<file path="config.mk">
export PLATFORM = sky130hd
export DESIGN_NAME = fetch_buf_ctrl_flat
export DESIGN_NICKNAME = d
export VERILOG_FILES = /design/src/rtl/fetch_pkg.sv /design/src/rtl/fetch_buf_ctrl_if.sv /design/src/rtl/fetch_ring_ptr.sv /design/src/rtl/fetch_buf_ctrl.sv /design/src/flat_wrapper.sv
export SDC_FILE = /design/constraint.sdc
export NUM_CORES = 1
export LEC_CHECK = 0
export CORE_MARGIN = 2
export CORE_UTILIZATION = 36
export DETAILED_ROUTE_END_ITERATION = 8
export GPL_TIMING_DRIVEN = 0
export PLACE_DENSITY = 0.84
export SKIP_LAST_GASP = 1
export SLEW_MARGIN = 0
export SYNTH_ARGS = -nofsm -noshare
export SYNTH_HDL_FRONTEND = slang
export SYNTH_SLANG_ARGS = --single-unit
</file>
<file path="constraint.sdc">
create_clock -name clk -period 3.2 [get_ports clk]
set_clock_uncertainty 0.05 [all_clocks]
set_input_delay 0.64 -clock clk [delete_from_list [all_inputs] [get_ports clk]]
set_output_delay 0.64 -clock clk [all_outputs]
set_load 0.02 [all_outputs]
</file>
<file path="src/rtl/fetch_pkg.sv">
// Shared definitions for the fetch-buffer controller: FSM encodings,
// flush-cause bit positions and default geometry.
package fetch_pkg;

    localparam int DEF_NUM_ENTRIES = 4;
    localparam int DEF_MAX_REL     = 2;

    typedef enum logic [1:0] {
        FETCH_IDLE = 2'b00,
        FETCH_FILL = 2'b01,
        FETCH_FULL = 2'b10
    } fetch_state_e;

    // Bit positions inside the internal flush-cause vector.
    localparam int FLUSH_INT    = 0;
    localparam int FLUSH_IC_EXP = 1;
    localparam int FLUSH_DC_EXP = 2;
    localparam int FLUSH_BR     = 3;
    localparam int FLUSH_W      = 4;

endpackage

</file>
<file path="src/rtl/fetch_buf_ctrl_if.sv">
// Bundle of I-cache, decoder and status signals around the fetch-buffer controller.
// The interrupt flush input is named int_i because "int" is a reserved word.
interface fetch_buf_ctrl_if
    import fetch_pkg::*;
#(
    parameter int NUM_ENTRIES = DEF_NUM_ENTRIES,
    parameter int MAX_REL     = DEF_MAX_REL
);
    localparam int PTR_W = $clog2(NUM_ENTRIES);
    localparam int REL_W = $clog2(MAX_REL + 1);

    // Handshake: ic_req is a request (valid) toward the I-cache and ic_hit is its
    // per-cycle acceptance; a chunk is written only in a cycle where both are 1.
    logic                   ic_hit;
    logic                   int_i;
    logic                   ic_exp;
    logic                   dc_exp;
    logic                   de_br_stall;
    logic                   r_V_de;
    logic [REL_W-1:0]       de_rel;
    logic                   ic_req;
    logic [NUM_ENTRIES-1:0] f_ld_buf;
    logic                   f_address_sel;
    logic [PTR_W-1:0]       f_rd_ptr;
    logic [NUM_ENTRIES-1:0] f_valid;
    logic [PTR_W:0]         f_count;
    logic [1:0]             f_curr_st;
    logic                   f_rel_err;
    logic [31:0]            f_miss_cyc;
    logic [31:0]            f_full_cyc;

    modport slave (
        input  ic_hit, int_i, ic_exp, dc_exp, de_br_stall, r_V_de, de_rel,
        output ic_req, f_ld_buf, f_address_sel, f_rd_ptr, f_valid, f_count,
               f_curr_st, f_rel_err, f_miss_cyc, f_full_cyc
    );

    modport master (
        output ic_hit, int_i, ic_exp, dc_exp, de_br_stall, r_V_de, de_rel,
        input  ic_req, f_ld_buf, f_address_sel, f_rd_ptr, f_valid, f_count,
               f_curr_st, f_rel_err, f_miss_cyc, f_full_cyc
    );

endinterface

</file>
<file path="src/rtl/fetch_ring_ptr.sv">
// Wrap-around slot pointer advanced by a variable step each cycle; clr_i returns it to 0.
module fetch_ring_ptr #(
    parameter int PTR_W = 2,
    parameter int INC_W = 2
) (
    input  logic             clk,
    input  logic             rst_n,
    input  logic             clr_i,
    input  logic [INC_W-1:0] inc_i,
    output logic [PTR_W-1:0] ptr_o
);

    logic [PTR_W-1:0] ptr_q, ptr_d;

    // Power-of-two depth: truncation of the sum is the modulo wrap.
    assign ptr_d = clr_i ? '0 : ptr_q + PTR_W'(inc_i);

    always_ff @(posedge clk or negedge rst_n) begin
        if (!rst_n) ptr_q <= '0;
        else        ptr_q <= ptr_d;
    end

    assign ptr_o = ptr_q;

endmodule

</file>
<file path="src/rtl/fetch_buf_ctrl.sv">
// N-entry circular fetch-buffer controller between I-cache and decoder.
// Optional stall counters enabled by defining FETCH_PERF_CNT_EN.
module fetch_buf_ctrl
    import fetch_pkg::*;
#(
    parameter int NUM_ENTRIES = DEF_NUM_ENTRIES,
    parameter int MAX_REL     = DEF_MAX_REL,
    localparam int PTR_W      = $clog2(NUM_ENTRIES),
    localparam int REL_W      = $clog2(MAX_REL + 1)
) (
    input  logic              clk,
    input  logic              rst_n,
    fetch_buf_ctrl_if.slave   fb
);

    localparam logic [PTR_W:0] FULL_CNT = (PTR_W+1)'(NUM_ENTRIES);

    logic [FLUSH_W-1:0]     flush_vec;
    logic                   flush, load, rel_err_hit;
    logic [REL_W-1:0]       rel;
    logic [PTR_W-1:0]       wr_ptr, rd_ptr;
    logic [PTR_W:0]         count_q, count_d;
    logic [NUM_ENTRIES-1:0] valid_q, valid_d;
    fetch_state_e           state_q, state_d;
    logic                   addr_sel_q, rel_err_q;

    assign flush_vec[FLUSH_INT]    = fb.int_i;
    assign flush_vec[FLUSH_IC_EXP] = fb.ic_exp;
    assign flush_vec[FLUSH_DC_EXP] = fb.dc_exp;
    assign flush_vec[FLUSH_BR]     = fb.de_br_stall;
    assign flush = |flush_vec;

    // Space is judged on the registered count only, keeping release off the request path.
    assign fb.ic_req   = ~flush & (count_q < FULL_CNT);
    assign load        = fb.ic_req & fb.ic_hit;
    assign fb.f_ld_buf = load ? (NUM_ENTRIES'(1) << wr_ptr) : '0;

    always_comb begin
        rel         = '0;
        rel_err_hit = 1'b0;
        if (fb.r_V_de) begin
            if (int'(fb.de_rel) > int'(count_q)) begin
                rel         = REL_W'(count_q);
                rel_err_hit = 1'b1;
            end else begin
                rel = fb.de_rel;
            end
        end
    end

    always_comb begin
        count_d = count_q + (PTR_W+1)'(load) - (PTR_W+1)'(rel);
        valid_d = valid_q;
        if (load) valid_d[wr_ptr] = 1'b1;
        for (int i = 0; i < MAX_REL; i++) begin
            if (i < int'(rel)) valid_d[rd_ptr + PTR_W'(i)] = 1'b0;
        end
        // Once anything has been fetched since the last flush, an empty buffer stays in FILL.
        if (count_d == FULL_CNT)                  state_d = FETCH_FULL;
        else if (state_q != FETCH_IDLE || load)   state_d = FETCH_FILL;
        else                                      state_d = FETCH_IDLE;
    end

    always_ff @(posedge clk or negedge rst_n) begin
        if (!rst_n) begin
            state_q    <= FETCH_IDLE;
            count_q    <= '0;
            valid_q    <= '0;
            addr_sel_q <= 1'b0;
            rel_err_q  <= 1'b0;
        end else if (flush) begin
            state_q    <= FETCH_IDLE;
            count_q    <= '0;
            valid_q    <= '0;
            addr_sel_q <= 1'b0;
        end else begin
            state_q    <= state_d;
            count_q    <= count_d;
            valid_q    <= valid_d;
            addr_sel_q <= addr_sel_q | load;
            rel_err_q  <= rel_err_q | rel_err_hit;
        end
    end

    fetch_ring_ptr #(.PTR_W(PTR_W), .INC_W(1)) u_wr_ptr (
        .clk(clk), .rst_n(rst_n), .clr_i(flush), .inc_i(load), .ptr_o(wr_ptr)
    );

    fetch_ring_ptr #(.PTR_W(PTR_W), .INC_W(REL_W)) u_rd_ptr (
        .clk(clk), .rst_n(rst_n), .clr_i(flush), .inc_i(rel), .ptr_o(rd_ptr)
    );

`ifdef FETCH_PERF_CNT_EN
    logic [31:0] miss_q, full_q;

    // Saturating counters; flush leaves them alone, only reset clears them.
    always_ff @(posedge clk or negedge rst_n) begin
        if (!rst_n) begin
            miss_q <= '0;
            full_q <= '0;
        end else begin
            if (fb.ic_req && !fb.ic_hit && miss_q != '1)        miss_q <= miss_q + 32'd1;
            if (state_q == FETCH_FULL && rel == '0 && full_q != '1) full_q <= full_q + 32'd1;
        end
    end

    assign fb.f_miss_cyc = miss_q;
    assign fb.f_full_cyc = full_q;
`else
    assign fb.f_miss_cyc = '0;
    assign fb.f_full_cyc = '0;
`endif

    assign fb.f_address_sel = addr_sel_q;
    assign fb.f_rd_ptr      = rd_ptr;
    assign fb.f_valid       = valid_q;
    assign fb.f_count       = count_q;
    assign fb.f_curr_st     = state_q;
    assign fb.f_rel_err     = rel_err_q;

endmodule
</file>
<file path="src/flat_wrapper.sv">
// flat-port wrapper written by rule: the top's interface ports become plain ports
module fetch_buf_ctrl_flat import fetch_pkg::*;
#(
    parameter int NUM_ENTRIES = DEF_NUM_ENTRIES,
    parameter int MAX_REL     = DEF_MAX_REL,
    localparam int PTR_W      = $clog2(NUM_ENTRIES),
    localparam int REL_W      = $clog2(MAX_REL + 1)
)
  (clk, rst_n, fb_ic_hit, fb_int_i, fb_ic_exp, fb_dc_exp, fb_de_br_stall, fb_r_V_de, fb_de_rel, fb_ic_req, fb_f_ld_buf, fb_f_address_sel, fb_f_rd_ptr, fb_f_valid, fb_f_count, fb_f_curr_st, fb_f_rel_err, fb_f_miss_cyc, fb_f_full_cyc);
  fetch_buf_ctrl_if #(.NUM_ENTRIES(NUM_ENTRIES), .MAX_REL(MAX_REL)) fb_i ();
  input  logic clk;
  input  logic rst_n;
  input wire logic [$bits(fb_i.ic_hit)-1:0] fb_ic_hit;
  input wire logic [$bits(fb_i.int_i)-1:0] fb_int_i;
  input wire logic [$bits(fb_i.ic_exp)-1:0] fb_ic_exp;
  input wire logic [$bits(fb_i.dc_exp)-1:0] fb_dc_exp;
  input wire logic [$bits(fb_i.de_br_stall)-1:0] fb_de_br_stall;
  input wire logic [$bits(fb_i.r_V_de)-1:0] fb_r_V_de;
  input wire logic [$bits(fb_i.de_rel)-1:0] fb_de_rel;
  output wire logic [$bits(fb_i.ic_req)-1:0] fb_ic_req;
  output wire logic [$bits(fb_i.f_ld_buf)-1:0] fb_f_ld_buf;
  output wire logic [$bits(fb_i.f_address_sel)-1:0] fb_f_address_sel;
  output wire logic [$bits(fb_i.f_rd_ptr)-1:0] fb_f_rd_ptr;
  output wire logic [$bits(fb_i.f_valid)-1:0] fb_f_valid;
  output wire logic [$bits(fb_i.f_count)-1:0] fb_f_count;
  output wire logic [$bits(fb_i.f_curr_st)-1:0] fb_f_curr_st;
  output wire logic [$bits(fb_i.f_rel_err)-1:0] fb_f_rel_err;
  output wire logic [$bits(fb_i.f_miss_cyc)-1:0] fb_f_miss_cyc;
  output wire logic [$bits(fb_i.f_full_cyc)-1:0] fb_f_full_cyc;
  assign fb_i.ic_hit = fb_ic_hit;
  assign fb_i.int_i = fb_int_i;
  assign fb_i.ic_exp = fb_ic_exp;
  assign fb_i.dc_exp = fb_dc_exp;
  assign fb_i.de_br_stall = fb_de_br_stall;
  assign fb_i.r_V_de = fb_r_V_de;
  assign fb_i.de_rel = fb_de_rel;
  assign fb_ic_req = fb_i.ic_req;
  assign fb_f_ld_buf = fb_i.f_ld_buf;
  assign fb_f_address_sel = fb_i.f_address_sel;
  assign fb_f_rd_ptr = fb_i.f_rd_ptr;
  assign fb_f_valid = fb_i.f_valid;
  assign fb_f_count = fb_i.f_count;
  assign fb_f_curr_st = fb_i.f_curr_st;
  assign fb_f_rel_err = fb_i.f_rel_err;
  assign fb_f_miss_cyc = fb_i.f_miss_cyc;
  assign fb_f_full_cyc = fb_i.f_full_cyc;
  fetch_buf_ctrl #(.NUM_ENTRIES(NUM_ENTRIES), .MAX_REL(MAX_REL)) u_core (.clk(clk), .rst_n(rst_n), .fb(fb_i));
endmodule
</file>
==> metrics.csv <==
stage,metric,value,unit
timing,Rel. slew slack,54.6,%
timing,Max Freq,320,MHz
timing,hold_ws,0.441,ns
global_route,vias in the first global route,950,
setup_path,Reg-to-Reg End,u_core.fb.f_curr_st[1],
die,core area,0.00366,mm2
synthesis,Synth Area per Inst,9.21,um2
setup_path,FF-to-FF path depth,13,
clock_network,H-Tree Depth,1,
synthesis,Yosys warnings,0,
setup_path,crit-path max FO,6,
global_route,grt ovf,0,
timing,final hold vios,0,
global_route,largest net degree at the start of global routing,16,
worst_hold_path,worst hold path stage count,1,
layout,register area,375,um2
clock_network,Max clock buf depth,2,
run,max cap viols,0,
layout,Area growth syn-to-layout,49.3,%
layout,filler instances,350,
synthesis,Yosys cell types,36,
worst_hold_path,Worst Hold Launch,u_core.fb.f_address_sel,
setup_path,slowest CP cell,or4_4,
drt,DRC,0,
place,I/O Buffers,26,
layout,fin nets,266,
layout,antenna cells,0,
setup_path,critical path class,in -> out,
clock_network,root buffer cell,clkbuf_8,
setup_path,Worst Setup SP,fb_dc_exp,
layout,most frequent cells in the layout,"70 x buf_4, 64 x conb_1, 19 x clkdlybuf4s50_1",
timing,minimum clock period,3.12,ns
setup_path,"setup slack, reg-to-reg",0.20,ns
synthesis,Netlist Area Pre-Place,0.00136,mm2
clock_network,clk_lat worst skew,0.25,ns
timing,ratio of final minimum period to clock period,97.6,%
drt,DR pass1 iterations,4,
layout,share of cells above drive strength 1,35.6,%
power_and_ir_drop,leakage,1.17,nW
layout,"commonest non-fill, non-tap cell in the layout",buf_4,
global_route,antenna violations before repair,0,
setup_path,Max stage delay on crit path,0.54,ns
status,status,"complete, no violations",
synthesis,Syn Inst Count,148,
global_route,first-pass GRT wire length,4.04,mm
drt,final wirelength,2.60,mm
die,Rows,22,
worst_hold_path,Hold Crit Endpoint,u_core.fb.f_address_sel,
die,I/O pin total,92,
setup_path,worst path buffer plus inverter count,3,
global_route,GRT Total Usage,11.8,%
drt,wire per inst,8.82,um
setup_path,Crit path required time,2.51,ns
place,RePlAce Congestion,0.768,
clock_network,CTS buffer count,3,
clock_network,hold buffers post-CTS,0,
worst_hold_path,hold crit path type,reg -> reg,
place,DP Wirelength,2.02,mm
die,DIE WIDTH,65.5,um
power_and_ir_drop,Total Power,0.000564,W
synthesis,Async SR Flop Fraction,100,%
setup_path,Critical Path AT,2.43,ns
synthesis,Post-synth top flop,dfrtp_1,
layout,Multi-input gate area,736,um2
setup_path,Crit path max-delay family,simple AND/OR/NAND/NOR gates,
setup_path,crit path capture type,output port,
synthesis,"EDFF count, synth",0,
power_and_ir_drop,Worst VDD drop,0.000175,V
synthesis,register area share after synthesis,27.5,%
timing,Final Slew Violations,0,
die,die height,65.5,um
drt,vias per cell,3.63,
die,die area,0.00429,mm2
drt,1st-iter DRT viols,11,
timing,RSZ-0062 raised after global routing,true,
setup_path,reg2reg start,u_core.fb.f_count[1],
setup_path,worst-path cell chain,clkdlybuf4s50_1 -> or4_4 -> buf_6 -> nor2_4 -> and3b_1 -> clkdlybuf4s15_1,
timing,Setup-failing EPs final,0,
clock_network,clock tree sinks,15,
drt,Routed Antenna Nets,0,
power_and_ir_drop,power density cells,277,mW/mm2
setup_path,Critical Path Start Type,input port,
timing,Worst-Margin Slew,0.679,ns
synthesis,Seq cells post-synth,15,
clock_network,TritonCTS clock tree,done,
die,Initial Util,37.2,%
drt,total number of vias,1072,
clock_network,Worst-path clk slew,0.07,ns
-- final cells by class --
cell class,instances,share of cell area [%]
Tap cell,48,2.95
Clock inverter,1,0.246
Multi-Input combinational cell,123,36.2
Buffer,67,24.5
Clock buffer,3,2.03
Inverter,6,1.11
Timing Repair Buffer,32,14.5
Sequential cell,15,18.5
-- stage by stage --
stage / TNS (ns) / setup slack (ns) / cells / utilization (%) / instance area [um2]
6_report: 0 / 0.0768 / 295 / 55.6 / 2030
4_1_cts: -0.0701 / -0.0338 / 294 / 55.2 / 2020
3_3_place_gp: -2.73 / -0.530 / 285 / 52.4 / 1920
3_5_place_dp: -2.87 / -0.563 / 285 / 52.4 / 1920
5_1_grt: -0.00858 / -0.00858 / 295 / 55.6 / 2030
2_1_floorplan: 0 / 0.0924 / 211 / - / 1600
-- flip-flops by register name (all words and copies together), names as in the netlist --
register	cells
u_core.u_wr_ptr.ptr_o	2
u_core.fb.f_curr_st	2
u_core.fb.f_count	3
u_core.fb.f_valid	4
u_core.fb.f_address_sel	1
u_core.u_rd_ptr.ptr_o	2
u_core.fb.f_rel_err	1
-- worst reg2reg max path: stages, from the launching register on --
cell and delay (ns):
dfrtp_1 0.41, inv_1 0.10, ha_4 0.25, nor2b_1 0.13, o21ai_2 0.22, mux2i_2 0.29, nor2b_2 0.09, ha_1 0.28
inv_1 0.04, ha_1 0.18, fa_2 0.34, xor2_1 0.16, xnor2_1 0.21, and3_1 0.19
-- per-layer routing --
metal	vias up	share of wire [%]	track usage [%]
li1	554	-	-
met1	469	40	13.9
met2	47	51	21.4
met3	2	8.0	2.57
met4	0	0.62	3.39
met5	-	0	0
-- where the power goes --
group	switching [W]	leakage [nW]	internal [W]
Combinational	0.000116	0.938	0.0000944
Sequential	0.00000304	0.207	0.000194
Clock	0.0000704	0.0255	0.0000863
-- logic make-up (layout without fill, tap and decap cells) --
kind of cell    after synthesis  in the layout  share of synthesized area, %
compound gates               19             19                          8.91
simple gates                 26             26                          12.9
buf+inv                      73            109                          38.3
xor+xnor                      4              4                          2.57
flops                        15             15                          27.5
mux                           2              2                          1.56
fa+ha+maj                     8              8                          7.90
other cells                   1             64                         0.275
-- worst max path at each step --
stage / cells after the start / end
floorplan: 12 / u_core.fb.f_curr_st[1]
global placement: 13 / u_core.fb.f_curr_st[1]
detailed placement: 13 / u_core.fb.f_curr_st[1]
CTS: 6 / fb_f_ld_buf[1]
global route: 14 / u_core.fb.f_curr_st[1]
finish: 6 / fb_f_ld_buf[1]
-- cells in the mapped netlist, types with 2 or more instances --
library cell	instances	area, um2
clkbuf_1	2	7.51
inv_1	6	22.5
buf_4	64	480
a21oi_1	5	25.0
o21ai_1	3	15.0
and3_1	2	12.5
nor2_1	4	15.0
xor2_1	2	17.5
and2_1	5	31.3
nor2b_1	3	18.8
dfrtp_1	15	375
o21ai_0	2	10.0
nand2_1	3	11.3
a31oi_1	2	12.5
o21bai_1	2	15.0
xnor2_1	2	17.5
ha_1	7	87.6
-- repair_timing --
action | CTS | global route
setup buffers | 5 | 1
resized for setup | 11 | 9
setup endpoints to repair | 8 | 6
gates cloned | 0 | 0
pin swaps | 4 | 3
No activity file was read; power rests on OpenSTA's default activity.
